--- src/rtl/demux2_stream.sv ---
// 1-to-2 registered stream demultiplexer with manual or round-robin routing.
// Each output port has a one-entry register and a free-running delivered-beat counter.
module demux2_stream #(
  parameter int unsigned DATA_W = 8,
  parameter int unsigned CNT_W  = 16
) (
  input  logic              clk,
  input  logic              rst_n,
  input  logic [DATA_W-1:0] in_data,
  input  logic              in_valid,
  input  logic              in_sel,
  output logic              in_ready,
  input  logic              rr_mode,
  output logic [DATA_W-1:0] out1_data,
  output logic              out1_valid,
  input  logic              out1_ready,
  output logic [DATA_W-1:0] out2_data,
  output logic              out2_valid,
  input  logic              out2_ready,
  output logic [CNT_W-1:0]  cnt1,
  output logic [CNT_W-1:0]  cnt2
);

  logic rr_ptr;
  logic tgt_c;
  logic free1_c;
  logic free2_c;
  logic xfer_c;
  logic load1_c;
  logic load2_c;

  // Route and acceptance: a slot is free when empty or draining this cycle.
  always_comb begin
    tgt_c   = rr_mode ? rr_ptr : in_sel;
    free1_c = !out1_valid || out1_ready;
    free2_c = !out2_valid || out2_ready;
    xfer_c  = in_valid && (tgt_c ? free2_c : free1_c);
    load1_c = xfer_c && !tgt_c;
    load2_c = xfer_c && tgt_c;
  end

  assign in_ready = tgt_c ? free2_c : free1_c;

  // Port 1 register: refill wins over drain; data holds after drain.
  always_ff @(posedge clk or negedge rst_n) begin
    if (!rst_n) begin
      out1_data  <= '0;
      out1_valid <= 1'b0;
    end else if (load1_c) begin
      out1_data  <= in_data;
      out1_valid <= 1'b1;
    end else if (out1_ready) begin
      out1_valid <= 1'b0;
    end
  end

  // Port 2 register.
  always_ff @(posedge clk or negedge rst_n) begin
    if (!rst_n) begin
      out2_data  <= '0;
      out2_valid <= 1'b0;
    end else if (load2_c) begin
      out2_data  <= in_data;
      out2_valid <= 1'b1;
    end else if (out2_ready) begin
      out2_valid <= 1'b0;
    end
  end

  // Round-robin pointer advances only on round-robin transfers; mode switches keep it.
  always_ff @(posedge clk or negedge rst_n) begin
    if (!rst_n) begin
      rr_ptr <= 1'b0;
    end else if (xfer_c && rr_mode) begin
      rr_ptr <= !rr_ptr;
    end
  end

  // Delivered-beat counters, wrapping.
  always_ff @(posedge clk or negedge rst_n) begin
    if (!rst_n) begin
      cnt1 <= '0;
      cnt2 <= '0;
    end else begin
      if (out1_valid && out1_ready) cnt1 <= cnt1 + CNT_W'(1);
      if (out2_valid && out2_ready) cnt2 <= cnt2 + CNT_W'(1);
    end
  end

endmodule

--- config.mk ---
export PLATFORM = sky130hd
export DESIGN_NAME = demux2_stream
export DESIGN_NICKNAME = d
export VERILOG_FILES = /design/src/rtl/demux2_stream.sv
export SDC_FILE = /design/constraint.sdc
export NUM_CORES = 1
export LEC_CHECK = 0
export BUFFER_PORTS_ARGS = -buffer_cell sky130_fd_sc_hd__clkbuf_2
export CELL_PAD_IN_SITES_DETAIL_PLACEMENT = 1
export CELL_PAD_IN_SITES_GLOBAL_PLACEMENT = 1
export CORE_MARGIN = 2
export CORE_UTILIZATION = 35
export CTS_CLUSTER_DIAMETER = 100
export CTS_CLUSTER_SIZE = 28
export DETAILED_ROUTE_END_ITERATION = 8
export GPL_ROUTABILITY_DRIVEN = 0
export PLACE_DENSITY = 0.74
export SLEW_MARGIN = 40
export SYNTH_ARGS = -nofsm -noshare
export SYNTH_HDL_FRONTEND = slang
export SYNTH_SLANG_ARGS = --single-unit
--- constraint.sdc ---
create_clock -name clk -period 1.7 [get_ports clk]
set_input_delay 0.34 -clock clk [delete_from_list [all_inputs] [get_ports clk]]
set_output_delay 0.34 -clock clk [all_outputs]
set_load 0.03 [all_outputs]
; ---- Yosys cells after proc, flatten, opt, wreduce, memory -nomap -nowiden
; Index checks and enable logic that the tools add are counted.
[classes]
eq_ne = 0
multipliers = 0
mux = 6
n_reduce_logical = 14
bitwise_logic = 0
n_addsub = 2
shifts = 0
div = 0
n_lt_le_gt_ge = 0
[op_table]
columns = operator, n
row1 = $add 16x1->16 const B, 2
row2 = $logic_and 1x1->1, 6
row3 = $mux 1, 6
row4 = $logic_not 1->1, 4
row5 = $reduce_bool 2->1, 2
row6 = $logic_or 1x1->1, 2
[word_totals]
in_bits = 15
romBits = 0
mem_bits_rw = 0
latch_bits = 0
n_memories = 0
register_bits = 51

; ---- Depth between registers and ports, before layout
; Gate-level depths: netlist of the first run.
[depth]
ltp_word = 6
ltp_mapped = 5
mapped_depth_nobuf = 5

; ---- Worst setup path before layout of the first run
; No wires, ideal clock.
[synth_path]
kind = register to register
start = register cnt1[0]
end = register cnt1[8]
stages_incl_launch_ff = 6
synth_period_minus_slack_ps = 1517
slack_ps = 183
n_path_buf = 0
t_arrival_ps = 1437
path_cell_list = dfrtp_1 ha_1 nand3_1 nor3_1 and3_1 xor2_1
[synth_between]
elab_chain_len = 1
[synth_rtl]
columns = item, line_no
row1 = "start, declared", 20  ; output logic [CNT_W-1:0] cnt1,
row2 = "start signal, assigned", 85  ; if (out1_valid && out1_ready) cnt1 <= cnt1 + CNT_W'(1);
row3 = $add 16x1->16, 85
; No other way between the ends.
; A chain may end at the register's enable or synchronous reset.

; ---- Final worst setup path of the first run
[layout_path]
start = register rr_ptr
end = output in_ready
[layout_between]
elab_chain_len = 2
[layout_rtl]
columns = item, line_no
row1 = "start, declared", 24  ; logic rr_ptr;
row2 = "start signal, assigned", 75  ; rr_ptr <= !rr_ptr;
row3 = $mux 1, 34  ; tgt_c = rr_mode ? rr_ptr : in_sel;
row4 = $mux 1, 42  ; assign in_ready = tgt_c ? free2_c : free1_c;
row5 = "end, declared", 12  ; output logic in_ready,
; No other way between the ends.

==> flow_summary.toml, run 1 <==
[worst_setup_path]
crit-reg2reg-launch = "rr_ptr"
ff2ff_path_depth = 6
r2r_slack_ns = 0.07
path_class = "reg -> out"
r2r_end = "out2_data[4]"
worstPathArrival_ns = 1.39
crit_fanout = 2
endpoint_kind = "output pin"
crit_start = "rr_ptr"
cp_data_required_time_ns = 1.36
start_kind = "register"

[sta]
finClkSkew_ns = 0.00637
hold_viol = 0
slew_violations = 0
tns_ns = -0.0350
setup_viol = 1
holdWs_ns = 0.0230
max_freq_mhz = 576
finalCriticalPeriod_ns = 1.73
setup_slack_ns = -0.0350
rsz0062_at_grt = "true"
worstMarginPinSlew_ns = 0.343
fin_crit_sh = 1.02
relSlewSlack = 0.770

[synth]
synth_warnings = 0
yosys_register_bits = 51
syn_avg_cell_area_um2 = 13.4
seq_area_frac_synth = 0.594
syn_inst = 160
syn-num-nets = 177
synth_cell_type_count = 25
synth_area_um2 = 2150

[detailed_routing]
wire_per_inst_um = 14.5
wl_met1_mm = 1.98
ant_nets = 0
via_count = 1519
wl_mm = 4.59
avgViaCountPerCell = 4.81
top_layer = "met4"
route.detailed.drc = 0
route.met2.wl_mm = 2.28
first_pass_iters = 3
dr_wl_met3_um = 309
drt_iter0_drc = 45

[floorplan]
die_h_um = 82.3
boundaryPins = 66
start_util = 0.363
fp.dieW_um = 82.3
die_area_um2 = 6780
rows = 28
coreArea_um2 = 5920

[place]
place_area_um2 = 2600
place_hpwl_mm = 3.34
dp_slack_ns = 0.0880
port_buffers = 65

[worst_hold_path]
hold_path.class = "in -> async"

[cts]
numCtsBuffers = 5
cts_tree = "done"
cts.clk_slew.worst_paths_ns = 0.09
cts.sinks = 51
htreeDepth = 2
clk_path_buf_depth = 2
cts_root_buffer = "clkbuf_8"
clock_latency_ns = 0.29

[global_routing]
antenna_found_initial = 0
grt_max_degree = 52
grt_pass1_wl_mm = 7.55
grt_pass1_vias = 1552
grt.overflow.total = 0
grt_use_total = 0.146

[outcome]
violations = "negative setup slack"
outcome = "complete, but fails checks"

[final_layout]
antennaDiodeCount = 0
syn_to_final_growth_pct = 29.5
multi_input_area_um2 = 903
nets = 257
fillers = 650
drive_above_1_share = 0.448
final_cell_area_um2 = 2780
final_common_cell = "clkbuf_2"
ff_latch_area_um2 = 1280
final_cell_mix = "clkbuf_2, dfrtp_1, xnor2_1"

[pwr]
p_per_area_nw_per_um2 = 1410
leakage_nw = 1.40
fin_total_pwr_w = 0.00392
ir_worst_vdd_v = 0.000673

[job]
maxCapViolCount = 0
metal layers:
metal,vias to the layer above,GRT usage
met5,-,0
met4,0,0.0350
met3,2,0.0522
met2,46,0.240
met1,758,0.184
li1,713,-
cells by family after synthesis:
kind of cell               count (synthesis)  synth area share
AOI/OAI and AO/OA                          2           0.00700
xor gates and xnor gates                  30             0.122
adders and majority gates                  2            0.0117
buffers and inverters                      2           0.00350
DFF                                       51             0.594
muxes                                     20             0.104
and+or+nand+nor                           53             0.157
worst max-delay path: stages, from the launching register on:
cell,delay [ns]
dfrtp_1,0.41
mux2i_2,0.22
mux2_4,0.34
buf_8,0.14
worst max-delay path by stage:
stage | endpoint | slack, ns | cells past startpoint
finish | in_ready | -0.03 | 3
floorplan | cnt1[8] | 0.18 | 5
detailed placement | in_ready | 0.09 | 4
global route | in_ready | -0.08 | 3
CTS | in_ready | -0.05 | 3
global placement | in_ready | 0.15 | 4
sequential cells by signal, summed over array words and instances, names as in the netlist:
| register | count |
|---|---|
| rr_ptr | 1 |
| cnt1 | 16 |
| out2_valid | 1 |
| cnt2 | 16 |
| out1_data | 8 |
| out1_valid | 1 |
| out2_data | 8 |
metrics by stage:
step / utilization / instances
after CTS: 0.464 / 315
after floorplan: - / 160
final: 0.470 / 316
after detailed placement: 0.439 / 303
after global placement: 0.439 / 303
after global routing: 0.470 / 316
power by group:
group / switching [W] / internal, W / total (W)
registers: 0.000262 / 0.00149 / 0.00175
clock network: 0.000384 / 0.000372 / 0.000756
logic: 0.000904 / 0.000509 / 0.00141
total: 0.00155 / 0.00237 / 0.00392
cell type report:
class	count	area share
timing repair buffer	72	0.144
clock buffer	8	0.0360
sequential	51	0.459
tap	75	0.0337
multi-input combinational	108	0.325
inverter	2	0.00270
synth_stat cells:
master / instances / area (µm²)
xor2_1: 9 / 78.8
nor3_1: 4 / 20.0
nand2_4: 1 / 11.3
nor4_4: 2 / 42.5
nand4_1: 5 / 31.3
dfrtp_1: 51 / 1280
mux2_1: 4 / 45.0
nand4_2: 1 / 12.5
and2_1: 1 / 6.26
a41oi_1: 1 / 8.76
nand3b_4: 1 / 20.0
nand3_1: 12 / 60.1
and3_1: 4 / 25.0
ha_1: 2 / 25.0
inv_1: 2 / 7.51
nand2_2: 1 / 6.26
nor2_1: 5 / 18.8
nand2b_1: 2 / 12.5
a31oi_1: 1 / 6.26
mux2i_1: 1 / 10.0
xnor2_1: 21 / 184
and4_1: 1 / 8.76
nand2_1: 11 / 41.3
mux2_2: 15 / 169
nand3_2: 2 / 20.0
what timing repair did:
item / 4_1_cts / 5_1_grt
gates resized for setup: 5 / 5
gates cloned: 0 / 1
endpoints found under the setup margin: 1 / 18
hold buffers: 0 / 0
setup buffers: 4 / 1
Note: power is estimated with default switching activity, not from simulation.
==> run 2: changes to the inputs <==
--- a/config.mk
+++ b/config.mk
@@ -5,6 +5,7 @@
 export SDC_FILE = /design/constraint.sdc
 export NUM_CORES = 1
 export LEC_CHECK = 0
+export ABC_AREA = 1
 export BUFFER_PORTS_ARGS = -buffer_cell sky130_fd_sc_hd__clkbuf_2
 export CELL_PAD_IN_SITES_DETAIL_PLACEMENT = 1
 export CELL_PAD_IN_SITES_GLOBAL_PLACEMENT = 1
@@ -14,7 +15,7 @@
 export CTS_CLUSTER_SIZE = 28
 export DETAILED_ROUTE_END_ITERATION = 8
 export GPL_ROUTABILITY_DRIVEN = 0
-export PLACE_DENSITY = 0.74
+export PLACE_DENSITY = 0.77
 export SLEW_MARGIN = 40
 export SYNTH_ARGS = -nofsm -noshare
 export SYNTH_HDL_FRONTEND = slang
==> flow_summary.toml, run 2 <==
[sta]
finClkSkew_ns = 0.00487
setup_viol = 0
hold_viol = 0
worstMarginPinSlew_ns = 0.490
fin_crit_sh = 0.960
max_freq_mhz = 612
relSlewSlack = 0.673
finalCriticalPeriod_ns = 1.63
slew_violations = 0

[global_routing]
grt.overflow.total = 0
antenna_found_initial = 0
grt_use_total = 0.162
grt_pass1_vias = 2086
grt_pass1_wl_mm = 9.62
grt_max_degree = 21

[cts]
htreeDepth = 2
numCtsBuffers = 5
clk_path_buf_depth = 2
cts_tree = "done"
clock_latency_ns = 0.30
cts.clk_slew.worst_paths_ns = 0.09
cts_root_buffer = "clkbuf_8"
cts.sinks = 51
post-cts-setup-buffer-count = 0

[final_layout]
final_common_cell = "nand2_1"
multi_input_area_um2 = 985
final_cell_area_um2 = 2970
fillers = 819
final_cell_mix = "nand2_1, clkbuf_2, dfrtp_1"
drive_above_1_share = 0.289
nets = 355
top_regs = "cnt1 (16), cnt2 (16)"
ff_latch_area_um2 = 1280
syn_to_final_growth_pct = 23.2
fin_util = 0.441
antennaDiodeCount = 0

[floorplan]
boundaryPins = 66
die_area_um2 = 7560
coreArea_um2 = 6720
rows = 30
start_util = 0.358
die_h_um = 86.9
fp.dieW_um = 86.9

[pwr]
ir_worst_vdd_v = 0.000662
leakage_nw = 1.55
p_per_area_nw_per_um2 = 1310

[outcome]
outcome = "completed"

[synth]
yosysTopAreaCell = "dfrtp_1"
yosys_register_bits = 51
syn-num-nets = 282
syn_avg_cell_area_um2 = 9.08
yosysMostFrequentCell = "nand2_1"
syn_inst = 265
yosys-top-cells-area = "dfrtp_1, nand2_1, inv_1"
synthTopCellsByCount = "nand2_1, dfrtp_1, inv_1"
seq_area_frac_synth = 0.530
ys.flop_type = "dfrtp_1"
synth_cell_type_count = 21
synth_warnings = 0
synth_edf_count = 0
synth_top_cell_area_share = 0.530
synthArstFlopShare = 1.00
synth_area_um2 = 2410

[place]
port_buffers = 65
place_hpwl_mm = 4.35
place_area_um2 = 2850

[worst_hold_path]
hold_path.class = "in -> reg"

[worst_setup_path]
crit_fanout = 3
slowest_stage = "dfrtp_1"
critical_path.cell_chain = "nand2_2, nand2_4, nand2_1, o21ai_4, clkbuf_8"
cp_data_required_time_ns = 1.36
start_kind = "register"
worstPathArrival_ns = 1.29
path_class = "reg -> out"
endpoint_kind = "output pin"
critPathMaxStageDelay_ns = 0.42

[detailed_routing]
drt_iter0_drc = 47
via_count = 1956
wire_per_inst_um = 13.2
route.detailed.drc = 0
wl_mm = 5.51
ant_nets = 0
first_pass_iters = 4
avgViaCountPerCell = 4.67

[job]
maxCapViolCount = 0
run 2: cell count changes in the layout (fill, tap and decap cells not counted), sizes merged, moves of 2 or more:
cell | previous run | this run
mux2 | 19 | 1
nand2 | 13 | 81
nor2 | 5 | 25
o21ai | 0 | 21
inv | 2 | 37
nand4 | 6 | 8
and3 | 4 | 0
buf | 8 | 2
nand2b | 2 | 0
xnor2 | 21 | 10
nor4 | 2 | 0
run 2: timing repair:
| item | in CTS | in global routing |
|---|---|---|
| hold endpoints to repair | 12 | 0 |
| resized for setup | 2 | 3 |
| endpoints found under the setup margin | 1 | 1 |
| hold buffers | 1 | 0 |
run 2: stage by stage:
stage                     TNS (ns)  hold WS, ns  setup WS [ns]  total power, W  std cells
final                            0        0.275         0.0672         0.00387        419
after global routing      -0.00659        0.269       -0.00659         0.00415        419
after CTS                        0        0.268       0.000111         0.00392        419
after detailed placement         0        0.331          0.238         0.00321        410
after global placement           0        0.333          0.280         0.00316        410
after floorplan                  0       0.0444          0.259         0.00273        265
run 2: power by group:
part           switching (W)  internal, W  total [W]  leakage [nW]
registers           0.000256      0.00149    0.00175         0.651
clock network       0.000389     0.000290   0.000679        0.0422
logic                0.00100     0.000441    0.00144         0.860
total                0.00165      0.00222    0.00387          1.55
run 2: per-layer routing:
| layer | wire, µm | up-vias | GRT usage |
|---|---|---|---|
| li1 | - | 967 | - |
| met1 | 2390 | 934 | 0.200 |
| met2 | 2680 | 51 | 0.271 |
| met3 | 393 | 4 | 0.0569 |
| met4 | 44 | 0 | 0.0440 |
| met5 | 0 | - | 0 |
run 2: final timing paths:
path | slack [ns] | endpoint | startpoint | depth (start not counted)
setup / recovery | 0.07 | in_ready | rr_ptr | 5
hold / removal | 0.27 | out2_data[4] | in_data[4] | 3
setup reg to reg | 0.35 | cnt2[14] | cnt2[0] | 8
hold reg to reg | 0.49 | out2_data[7] | out2_data[7] | 2
max in group asynchronous | 0.70 | cnt1[5] | rst_n | 3
min in group asynchronous | 0.53 | out2_data[4] | rst_n | 2
run 2: kinds of logic after synthesis:
family          synth area share
simple gates               0.261
flops                      0.530
buf+inv                   0.0670
compound gates            0.0577
xor+xnor                  0.0691
fa+ha+maj                 0.0104
mux                      0.00468
run 2: cell type report:
| class | count | area share |
|---|---|---|
| well taps | 80 | 0.0338 |
| inverters | 37 | 0.0468 |
| flip-flops and latches | 51 | 0.430 |
| repair buffers | 68 | 0.130 |
| clock buffers | 7 | 0.0257 |
| multi-input cells | 175 | 0.332 |
| clock inverters | 1 | 0.00169 |
run 2: worst max-delay path: cells and delay by family (launching register included):
kind,cells,cell delay (ns)
compound gates,1,0.08
simple gates,3,0.33
buf+inv,1,0.17
flops,1,0.42
==> run 3: changes to the inputs <==
--- a/config.mk
+++ b/config.mk
@@ -9,6 +9,7 @@
 export BUFFER_PORTS_ARGS = -buffer_cell sky130_fd_sc_hd__clkbuf_2
 export CELL_PAD_IN_SITES_DETAIL_PLACEMENT = 1
 export CELL_PAD_IN_SITES_GLOBAL_PLACEMENT = 1
+export CORE_ASPECT_RATIO = 0.7
 export CORE_MARGIN = 2
 export CORE_UTILIZATION = 35
 export CTS_CLUSTER_DIAMETER = 100
==> flow_summary.toml, run 3 (synthesis results as in run 2) <==
[outcome]
outcome = "completed"

[sta]
max_freq_mhz = 619
finalCriticalPeriod_ns = 1.62
relSlewSlack = 0.683
worstMarginPinSlew_ns = 0.476
tns_ns = 0
slew_violations = 0
finClkSkew_ns = 0.00555
holdWs_ns = 0.281
setup_viol = 0
rsz0062_at_grt = "false"
hold_viol = 0
fin_crit_sh = 0.951

[detailed_routing]
ant_nets = 0
first_pass_iters = 4
wl_mm = 5.53
avgViaCountPerCell = 4.53
route.detailed.drc = 0
drt_iter0_drc = 68
via_count = 1963
wire_per_inst_um = 12.8

[worst_setup_path]
worstPathArrival_ns = 1.28
path_class = "reg -> out"
critPathMaxStageDelay_ns = 0.41
crit_top_cell = "nand2_2"
cp_data_required_time_ns = 1.36
start_kind = "register"
crit_family = "flip-flops"
critical_path.cell_chain = "nand2_2, nand2_2, o21ai_2, clkbuf_4"
cp.buffers_inverters = 1
slowest_stage = "dfrtp_1"
endpoint_kind = "output pin"
crit_fanout = 3

[final_layout]
nets = 355
antennaDiodeCount = 0
final_cell_mix = "nand2_1, clkbuf_2, dfrtp_1"
drive_above_1_share = 0.295
top_regs = "cnt1 (16), cnt2 (16)"
final_common_cell = "nand2_1"
syn_to_final_growth_pct = 23.6
fillers = 830

[floorplan]
die_area_um2 = 7570
die_h_um = 73.4
fp.dieW_um = 103
boundaryPins = 66
start_util = 0.360
coreArea_um2 = 6690
rows = 25

[worst_hold_path]
hold_path.class = "in -> reg"

[place]
port_buffers = 65
place_hpwl_mm = 4.41

[global_routing]
grt_pass1_wl_mm = 9.39
grt_pass1_vias = 2002
grt_use_total = 0.158
grt.overflow.total = 0
grt_max_degree = 20
antenna_found_initial = 0

[cts]
numCtsBuffers = 5
cts.clk_slew.worst_paths_ns = 0.09
cts_tree = "done"
clock_latency_ns = 0.29
cts.sinks = 51
clk_path_buf_depth = 2
cts_root_buffer = "clkbuf_8"
htreeDepth = 2
post-cts-setup-buffer-count = 0

[pwr]
leakage_nw = 1.56
p_per_area_nw_per_um2 = 1360
ir_worst_vdd_v = 0.000579

[job]
maxCapViolCount = 0
[run 3: changes by cell type in the layout (fill, tap and decap cells not counted), sizes merged]
| cell | previous run | this run |
|---|---|---|
| clkbuf | 72 | 71 |
| bufinv | 0 | 1 |
[run 3: metrics by stage]
stage | worst slack [ns] | area (µm²) | total power (W) | util | std cells
after floorplan | 0.259 | 2410 | 0.00273 | - | 265
after global placement | 0.280 | 2840 | 0.00315 | 0.425 | 424
after detailed placement | 0.236 | 2840 | 0.00321 | 0.425 | 424
after CTS | 0.0151 | 2970 | 0.00411 | 0.444 | 433
after global routing | 0.00690 | 2980 | 0.00430 | 0.444 | 433
final | 0.0839 | 2980 | 0.00403 | 0.444 | 433
[run 3: power by group]
group | leakage, nW | internal, W | switching [W]
combinational | 0.845 | 0.000422 | 0.000995
sequential | 0.651 | 0.00149 | 0.000257
clock | 0.0612 | 0.000477 | 0.000392
total | 1.56 | 0.00239 | 0.00164
[run 3: area by class of cell]
type | instances | area [µm²] | area share
clock buffer | 6 | 82.6 | 0.0278
clock inverter | 2 | 35.0 | 0.0118
inverter | 37 | 139 | 0.0467
multi-input combinational | 175 | 972 | 0.327
sequential | 51 | 1280 | 0.429
tap | 94 | 118 | 0.0395
timing repair buffer | 68 | 353 | 0.119
[run 3: metal layers]
| metal | global-route usage | part of all wire |
|---|---|---|
| met5 | 0 | 0 |
| met4 | 0.0307 | 0.0067 |
| met3 | 0.0438 | 0.052 |
| met2 | 0.271 | 0.49 |
| met1 | 0.200 | 0.45 |
[run 3: final timing paths]
| kind | startpoint | end | slack [ns] | depth (start not counted) |
|---|---|---|---|---|
| worst max-delay path | rr_ptr | in_ready | 0.08 | 4 |
| worst min-delay path | in_data[4] | out2_data[4] | 0.28 | 3 |
| worst max register to register | cnt2[0] | cnt2[14] | 0.31 | 8 |
| worst min register to register | out2_data[3] | out2_data[3] | 0.49 | 2 |
| max in group asynchronous | rst_n | rr_ptr | 0.56 | 3 |
| min in group asynchronous | rst_n | cnt1[5] | 0.53 | 2 |
[run 3: worst reg2reg max path, stage by stage (launching register included)]
cell     delay (ns)
dfrtp_1        0.43
ha_1           0.20
nand2_1        0.09
nor2_4         0.13
nand2_2        0.10
nor2_4         0.15
nand3_1        0.09
nand2_1        0.06
nand2_1        0.04
[run 3: what timing repair did]
item                                    CTS  global route
endpoints found under the setup margin    1             1
endpoints found under the hold margin     8             0
hold buffers                              1             0
gates resized for setup                   1             1
